[config.mk]
export PLATFORM = sky130hd
export DESIGN_NAME = regfile_sb
export DESIGN_NICKNAME = d
export VERILOG_FILES = /design/src/rtl/regfile_sb.sv
export SDC_FILE = /design/constraint.sdc
export NUM_CORES = 2
export LEC_CHECK = 0
export ABC_AREA = 0
export CORE_ASPECT_RATIO = 1.2
export CORE_MARGIN = 2
export CORE_UTILIZATION = 30
export DETAILED_ROUTE_END_ITERATION = 8
export HOLD_SLACK_MARGIN = 0.06
export PLACE_DENSITY = 0.49
export SETUP_SLACK_MARGIN = 0.05
export SKIP_LAST_GASP = 1
export SYNTH_ARGS = -nofsm -noshare
export SYNTH_HDL_FRONTEND = slang
export SYNTH_SLANG_ARGS = --single-unit
[constraint.sdc]
create_clock -name clk_i -period 51.7 [get_ports clk_i]
set_input_delay 12.925 -clock clk_i [delete_from_list [all_inputs] [get_ports clk_i]]
set_output_delay 12.925 -clock clk_i [all_outputs]
set_load 0.05 [all_outputs]
[src/rtl/regfile_sb.sv]
// Register file with a per-register busy scoreboard: two registered read ports,
// one write port with same-cycle forwarding, and a reservation port.
module regfile_sb #(
  parameter int DATA_W   = 32,
  parameter int ADDR_W   = 5,
  parameter int ZERO_REG = 1
) (
  input  logic              clk_i,
  input  logic              rst_i,
  input  logic              rd_en_i,
  input  logic [ADDR_W-1:0] rd_addr_a_i,
  input  logic [ADDR_W-1:0] rd_addr_b_i,
  output logic              rd_stall_o,
  output logic              rd_valid_o,
  output logic [DATA_W-1:0] rd_data_a_o,
  output logic [DATA_W-1:0] rd_data_b_o,
  input  logic              wr_en_i,
  input  logic [ADDR_W-1:0] wr_addr_i,
  input  logic [DATA_W-1:0] wr_data_i,
  input  logic              rsv_en_i,
  input  logic [ADDR_W-1:0] rsv_addr_i,
  output logic [ADDR_W:0]   busy_cnt_o
);

  localparam int DEPTH = 1 << ADDR_W;

  logic [DATA_W-1:0] regs_q [DEPTH];
  logic [DEPTH-1:0]  busy_q, busy_d;
  logic [DEPTH-1:0]  wr_hit, rsv_hit;
  logic [ADDR_W:0]   busy_cnt_q, busy_cnt_d;
  logic              rd_valid_q, rd_valid_d;
  logic [DATA_W-1:0] rd_data_a_q, rd_data_a_d;
  logic [DATA_W-1:0] rd_data_b_q, rd_data_b_d;

  logic wr_ok, rsv_ok;
  logic zero_a, zero_b;
  logic eff_busy_a, eff_busy_b;
  logic accept;
  logic cnt_inc, cnt_dec;

  // Register 0 is hard-wired to zero, so writes and reservations to it vanish.
  assign wr_ok  = wr_en_i  && !((ZERO_REG != 0) && (wr_addr_i  == '0));
  assign rsv_ok = rsv_en_i && !((ZERO_REG != 0) && (rsv_addr_i == '0));
  assign zero_a = (ZERO_REG != 0) && (rd_addr_a_i == '0);
  assign zero_b = (ZERO_REG != 0) && (rd_addr_b_i == '0);

  genvar gi;
  generate
    for (gi = 0; gi < DEPTH; gi++) begin : g_busy
      assign wr_hit[gi]  = wr_ok  && (wr_addr_i  == ADDR_W'(gi));
      assign rsv_hit[gi] = rsv_ok && (rsv_addr_i == ADDR_W'(gi));
      // Reservation is applied after the write clear: the new producer wins.
      assign busy_d[gi]  = rsv_hit[gi] ? 1'b1 : (wr_hit[gi] ? 1'b0 : busy_q[gi]);
    end
  endgenerate

  assign eff_busy_a = busy_q[rd_addr_a_i] && !(wr_ok && (wr_addr_i == rd_addr_a_i));
  assign eff_busy_b = busy_q[rd_addr_b_i] && !(wr_ok && (wr_addr_i == rd_addr_b_i));
  assign rd_stall_o = rd_en_i && (eff_busy_a || eff_busy_b);
  assign accept     = rd_en_i && !rd_stall_o;

  always_comb begin
    rd_valid_d  = accept;
    rd_data_a_d = rd_data_a_q;
    rd_data_b_d = rd_data_b_q;
    if (accept) begin
      if (zero_a)                                   rd_data_a_d = '0;
      else if (wr_ok && (wr_addr_i == rd_addr_a_i)) rd_data_a_d = wr_data_i;
      else                                          rd_data_a_d = regs_q[rd_addr_a_i];
      if (zero_b)                                   rd_data_b_d = '0;
      else if (wr_ok && (wr_addr_i == rd_addr_b_i)) rd_data_b_d = wr_data_i;
      else                                          rd_data_b_d = regs_q[rd_addr_b_i];
    end
  end

  // Incremental population count; a write and reservation on one register never decrements.
  always_comb begin
    cnt_inc    = rsv_ok && !busy_q[rsv_addr_i];
    cnt_dec    = wr_ok && busy_q[wr_addr_i] && !(rsv_ok && (rsv_addr_i == wr_addr_i));
    busy_cnt_d = busy_cnt_q + {{ADDR_W{1'b0}}, cnt_inc} - {{ADDR_W{1'b0}}, cnt_dec};
  end

  always_ff @(posedge clk_i or posedge rst_i) begin
    if (rst_i) begin
      for (int i = 0; i < DEPTH; i++) regs_q[i] <= '0;
    end else if (wr_ok) begin
      regs_q[wr_addr_i] <= wr_data_i;
    end
  end

  always_ff @(posedge clk_i or posedge rst_i) begin
    if (rst_i) begin
      busy_q      <= '0;
      busy_cnt_q  <= '0;
      rd_valid_q  <= 1'b0;
      rd_data_a_q <= '0;
      rd_data_b_q <= '0;
    end else begin
      busy_q      <= busy_d;
      busy_cnt_q  <= busy_cnt_d;
      rd_valid_q  <= rd_valid_d;
      rd_data_a_q <= rd_data_a_d;
      rd_data_b_q <= rd_data_b_d;
    end
  end

  assign rd_valid_o  = rd_valid_q;
  assign rd_data_a_o = rd_data_a_q;
  assign rd_data_b_o = rd_data_b_q;
  assign busy_cnt_o  = busy_cnt_q;

endmodule

**Yosys cells after proc, flatten, opt, wreduce, memory -nomap -nowiden**

Cells that the tools add are included.

- Output and inout bits: 72
- Register bits after elaboration: 1127

- Equality and inequality tests: 65
- Add/sub/neg operators: 2
- Multiplexer cells: 85
- Bitwise gates (word level): 3
- Order comparisons: 8
- Reductions and logical operators: 121

Operators with widths:

| kind | number |
|---|---|
| $bwmux 1024 | 1 |
| $bmux 32 s5 | 2 |
| $mux 32 | 9 |
| $demux 32 s5 | 1 |
| $eq 5x5->1 const B | 32 |
| $eq 5x4->1 const B | 16 |
| $logic_and 1x1->1 | 77 |
| $mux 1 | 68 |
| $reduce_bool 2->1 | 32 |
| $eq 5x3->1 const B | 8 |
| $lt 5x6->1 const B | 4 |
| $bmux 1 s5 | 4 |
| $eq 5x2->1 const B | 4 |
| $logic_not 5->1 | 4 |
| $ge 6x6->1 const B | 3 |
| $not 5->6 | 3 |
| $eq 5x5->1 | 3 |
| $eq 5x1->1 const B | 2 |
| $logic_not 1->1 | 7 |
| $add 6x1->6 | 1 |
| $lt 6x1->1 const B | 1 |
| $sub 6x1->6 | 1 |
| $logic_or 1x1->1 | 1 |

**Longest topological paths before layout**

- Word-level depth: 10
- Depth in mapped cells: 14

**Worst setup path before layout**

OpenSTA, ideal clock, no wires.

- Path kind: input port to output port
- From: in wr_addr_i[3]
- To: out rd_stall_o
- Arrival time: 14.906 ns
- Cell stages on the path: 6
- Data required time: 38.775 ns
- Slack: 23.869 ns
- Cells stage by stage: buf_2 > or4_4 > o21ai_4 > or3_1 > nand4_2 > a21oi_1

- Longest elaborated chain between the ends: 8
- Elaborated cells on any way between the ends: 13
- Classes of those cells: eq/ne (2); reduce/logical (11)

RTL lines:

| element | RTL line | source |
|---|---|---|
| start, declared | 18 | `input logic [ADDR_W-1:0] wr_addr_i,` |
| $logic_not 5->1 | 42 | `assign wr_ok = wr_en_i && !((ZERO_REG != 0) && (wr_addr_i == '0));` |
| $logic_not 1->1 | 42 |  |
| $logic_and 1x1->1 | 42 |  |
| $logic_and 1x1->1 (on tied branches) | 57, 58 |  |
| $logic_not 1->1 (on tied branches) | 57, 58 |  |
| $logic_and 1x1->1 (on tied branches) | 57, 58 |  |
| $logic_or 1x1->1 * | 59 | `assign rd_stall_o = rd_en_i && (eff_busy_a \|\| eff_busy_b);` |
| $logic_and 1x1->1 * | 59 |  |
| end, declared | 13 | `output logic rd_stall_o,` |

Mark *: on every way between the ends. The rest lies on a longest branch, timed or not.

**Worst setup path after layout**

- From: in wr_addr_i[1]
- To: out rd_stall_o

The elaborated chain is that of the path after synthesis.

==> metrics.txt <==
run status=finished clean; period utilisation layout=0.584; hold crit path type=reg2reg; minimum setup slack in the final design=roughly 21 ns; power per unit of standard cell area=41.3 mW/mm2; Max Slew Vio Count=0; average footprint of a synthesized cell=between 10 and 15 um2; Layout Cell Area excl Fill=a little under 0.07 mm2; maximum count of clock buffers along a single path=3; I/O pin count=129; Setup Buffers After CTS=0; number of library cell types mapped by synthesis=74; via count of the first global-routing pass=42400; pin count of the biggest net entering global routing=about 160; shortest period the worst path allows=a little over 30 ns; Die Footprint=roughly 0.21 mm2; Detail Route Antenna Nets=0; count of mapped cells out of synthesis=4515; transition at the pin with the smallest max-transition slack=about 1.2 ns; Post-synth ARST share=1.00; Top Family by Delay on Critical Path=buffers and inverters; HPWL after DPL=between 100000 and 150000 um; post-placement worst setup slack=21.51 ns; endpoint class of the critical path=output pin; post-detailed-route wirelength per cell=about 33 um; die boundary height=between 500 and 600 um; global-route wire length before repair=337000 um; Critical Path Source Type=primary input; iteration-0 DRC count of the detailed router=about 4200; worst path required time=about 39 ns; register area share after synthesis=0.458; port buffer count=around 130; Core Region=about 0.20 mm2; count of yosys warnings during synthesis=0; Reg-to-Reg End=rd_data_a_o[22]; overall overflow remaining after global route=0; maximum VDD drop=0.0271 mV; Worst R2R Setup Slack=47.76 ns; # DRC=0; cells on worst reg2reg path=8; RSZ-0062 raised after global routing=no; Crit Path Max Fanout=42; insertion delay to the later sink of the worst-skew pair=0.81 ns; ordered list of cells on the worst path=clkdlybuf4s50_1 > or4_4 > o21ai_4 > or4_2 > buf_4 > o21ai_2 > a21oi_1 > clkdlybuf4s50_1; cell count along the critical path=8; initial antenna violation count=18; max capacitance violation total=0; number of vias in the routed layout=around 42000; count of standard-cell rows=182; post_cts resized=0; startpoint of the worst register-to-register path=busy_q[8]; Area Overhead vs Synth=12.7%; TritonCTS buffer count=approximately 130; worst setup path endpoint=rd_stall_o; clk sink count=1127; WP data arrival=between 15 and 20 ns; #FFs+latches synth=between 1000 and 1500; root buffer cell=sky130_fd_sc_hd__clkbuf_16; number of endpoints with negative hold slack in the final report=0; launching element of the worst setup path=wr_addr_i[1]; hold buffer count at CTS=0; setup total negative slack=0 ns; slowest stage delay, CP=roughly 0.92 ns; Total GRT Usage=0.226; clock transition at the register clock pins on the worst setup and hold paths after CTS=0.06 ns; horizontal die dimension=~420 um; maximum achievable frequency=33.1 MHz; synthesized cell area=between 0.06 and 0.07 mm2; Max-Slew Margin vs Limit=0.226; Via density=a little under 6; number of enable-type register cells in the synthesized netlist=0; cell mode on critical path=sky130_fd_sc_hd__clkdlybuf4s50_1; net count after synthesis=between 4000 and 5000; critical path buffer and inverter count=3; Worst Setup Path Type=in2out; share of final-layout standard cells stronger than drive strength 1=0.404; commonest register cell after synthesis=sky130_fd_sc_hd__dfrtp_1; final hold slack=approximately 0.40 ns; final net count=4491; starting density of the core=0.301; first-pass iteration count of the detailed router=6; slowest library cell on the worst path=sky130_fd_sc_hd__clkdlybuf4s50_1; clock tree from TritonCTS=built; final setup vio count=0; worst clock skew on the final layout=around 0.037 ns; instance area at placement=0.0652 mm2; end-of-flow core utilization=0.339; Routed Wire Length=~240000 um; total leakage power=29.8 nW; RD Place Congestion=between 0.8 and 0.9; number of levels the H-tree was split into=4
==> metal layers <==
metal  routed length (um)  global-route usage  vias to the layer above  share of wire
met5                   43                   0                        -        0.00018
met4                 8950              0.0823                        8          0.037
met2               112000               0.362                     1698           0.47
met3                15500              0.0378                      407          0.065
li1                     -                   -                    17100              -
met1               103000               0.306                    23000           0.43
==> flip-flops by register name, summed over array words and instances (netlist names) <==
name	count
busy_cnt_o	6
busy_q	32
rd_data_a_o	32
rd_data_b_o	32
rd_valid_o	1
regs_q	1024
==> cell type report <==
class                   instances  area [um2]
diodes                          5        12.5
clock inverters                38         372
repair buffers                281        2500
clock buffers                 190        3770
inverters                      31         129
multi-input cells            2855       31000
flip-flops and latches       1127       28200
well taps                    2668        3340
fillers                     20100      135000
==> cells in the mapped netlist (38+ instances only) <==
master | number | area, um2
sky130_fd_sc_hd__mux2_4 | 38 | 571
sky130_fd_sc_hd__nand3_1 | 45 | 225
sky130_fd_sc_hd__dfrtp_1 | 1127 | 28200
sky130_fd_sc_hd__buf_6 | 40 | 450
sky130_fd_sc_hd__mux4_2 | 327 | 7360
sky130_fd_sc_hd__nand2_1 | 93 | 349
sky130_fd_sc_hd__clkbuf_1 | 305 | 1140
sky130_fd_sc_hd__mux2i_1 | 441 | 4410
sky130_fd_sc_hd__buf_2 | 80 | 400
sky130_fd_sc_hd__a221oi_1 | 125 | 1090
sky130_fd_sc_hd__nor2_1 | 46 | 173
sky130_fd_sc_hd__buf_4 | 42 | 315
sky130_fd_sc_hd__a21oi_1 | 89 | 445
sky130_fd_sc_hd__a22oi_1 | 61 | 458
sky130_fd_sc_hd__o21ai_0 | 103 | 515
sky130_fd_sc_hd__mux2_2 | 1037 | 11700
==> worst reg2reg max path, stage by stage (launching register included) <==
cell and delay (ns):
sky130_fd_sc_hd__dfrtp_1 0.50, sky130_fd_sc_hd__mux4_2 0.54, sky130_fd_sc_hd__a221oi_1 0.26, sky130_fd_sc_hd__o21ai_0 0.18, sky130_fd_sc_hd__nand4_2 0.19, sky130_fd_sc_hd__nand3_4 0.29
sky130_fd_sc_hd__inv_4 0.67, sky130_fd_sc_hd__buf_4 0.71, sky130_fd_sc_hd__mux2_2 0.45
==> where the power goes <==
part	switching, W	total [W]	internal [W]
combinational	0.000362	0.000721	0.000359
clock	0.000401	0.000928	0.000528
sequential	0.000148	0.00121	0.00107
total	0.000910	0.00286	0.00195
==> worst min-delay path by stage <==
stage | startpoint | end | slack [ns] | depth (start not counted)
after floorplan | regs_q[1019] | regs_q[1019] | 0.44 | 1
after global placement | regs_q[993] | regs_q[993] | 0.38 | 0
after detailed placement | regs_q[1016] | regs_q[1016] | 0.39 | 0
after CTS | regs_q[1016] | regs_q[1016] | 0.40 | 0
after global routing | regs_q[1012] | regs_q[1012] | 0.41 | 0
final | regs_q[1012] | regs_q[1012] | 0.40 | 0
==> cell families (layout without fill, tap and decap cells) <==
group | Yosys count | count (layout) | share of synthesized area
AOI/OAI and AO/OA | 648 | 648 | 0.0758
buffers and inverters | 533 | 540 | 0.0422
DFF | 1127 | 1127 | 0.458
xor gates and xnor gates | 20 | 20 | 0.00285
muxes | 1846 | 1846 | 0.392
adders and majority gates | 7 | 7 | 0.00154
other | 0 | 5 | 0
and+or+nand+nor | 334 | 334 | 0.0278
==> cells in the final DEF (no fill, tap or decap), types with 17 or more instances in the layout <==
master	synthesis	final
sky130_fd_sc_hd__a221oi_1	125	125
sky130_fd_sc_hd__a22oi_1	61	61
sky130_fd_sc_hd__o21ai_0	103	103
sky130_fd_sc_hd__xnor2_1	17	17
sky130_fd_sc_hd__a21oi_1	89	89
sky130_fd_sc_hd__a31oi_1	22	22
sky130_fd_sc_hd__o31ai_1	34	34
sky130_fd_sc_hd__a211oi_1	24	24
sky130_fd_sc_hd__clkbuf_8	0	20
sky130_fd_sc_hd__o22ai_1	29	29
sky130_fd_sc_hd__a22o_1	28	28
sky130_fd_sc_hd__clkbuf_16	0	135
sky130_fd_sc_hd__clkdlybuf4s50_1	0	118
sky130_fd_sc_hd__buf_4	42	154
sky130_fd_sc_hd__mux4_2	327	327
sky130_fd_sc_hd__clkbuf_1	305	36
sky130_fd_sc_hd__nand2_1	93	85
sky130_fd_sc_hd__a221o_1	19	19
sky130_fd_sc_hd__mux2_4	38	38
sky130_fd_sc_hd__clkinv_2	0	22
sky130_fd_sc_hd__mux2_2	1037	1037
sky130_fd_sc_hd__dfrtp_1	1127	1127
sky130_fd_sc_hd__inv_1	28	24
sky130_fd_sc_hd__a21o_1	17	17
sky130_fd_sc_hd__nand2b_1	30	28
sky130_fd_sc_hd__nand3_1	45	44
sky130_fd_sc_hd__nor3_1	35	29
sky130_fd_sc_hd__a2111oi_0	19	19
sky130_fd_sc_hd__nor2_1	46	34
sky130_fd_sc_hd__mux2i_1	441	441
==> per-stage QoR <==
step / total power, W / instances
2_1_floorplan: 0.00171 / 4515
3_3_place_gp: 0.00194 / 6962
3_5_place_dp: 0.00195 / 6962
4_1_cts: 0.00289 / 7190
5_1_grt: 0.00299 / 7191
6_report: 0.00286 / 7195
Power figures use the tool's default switching activity.
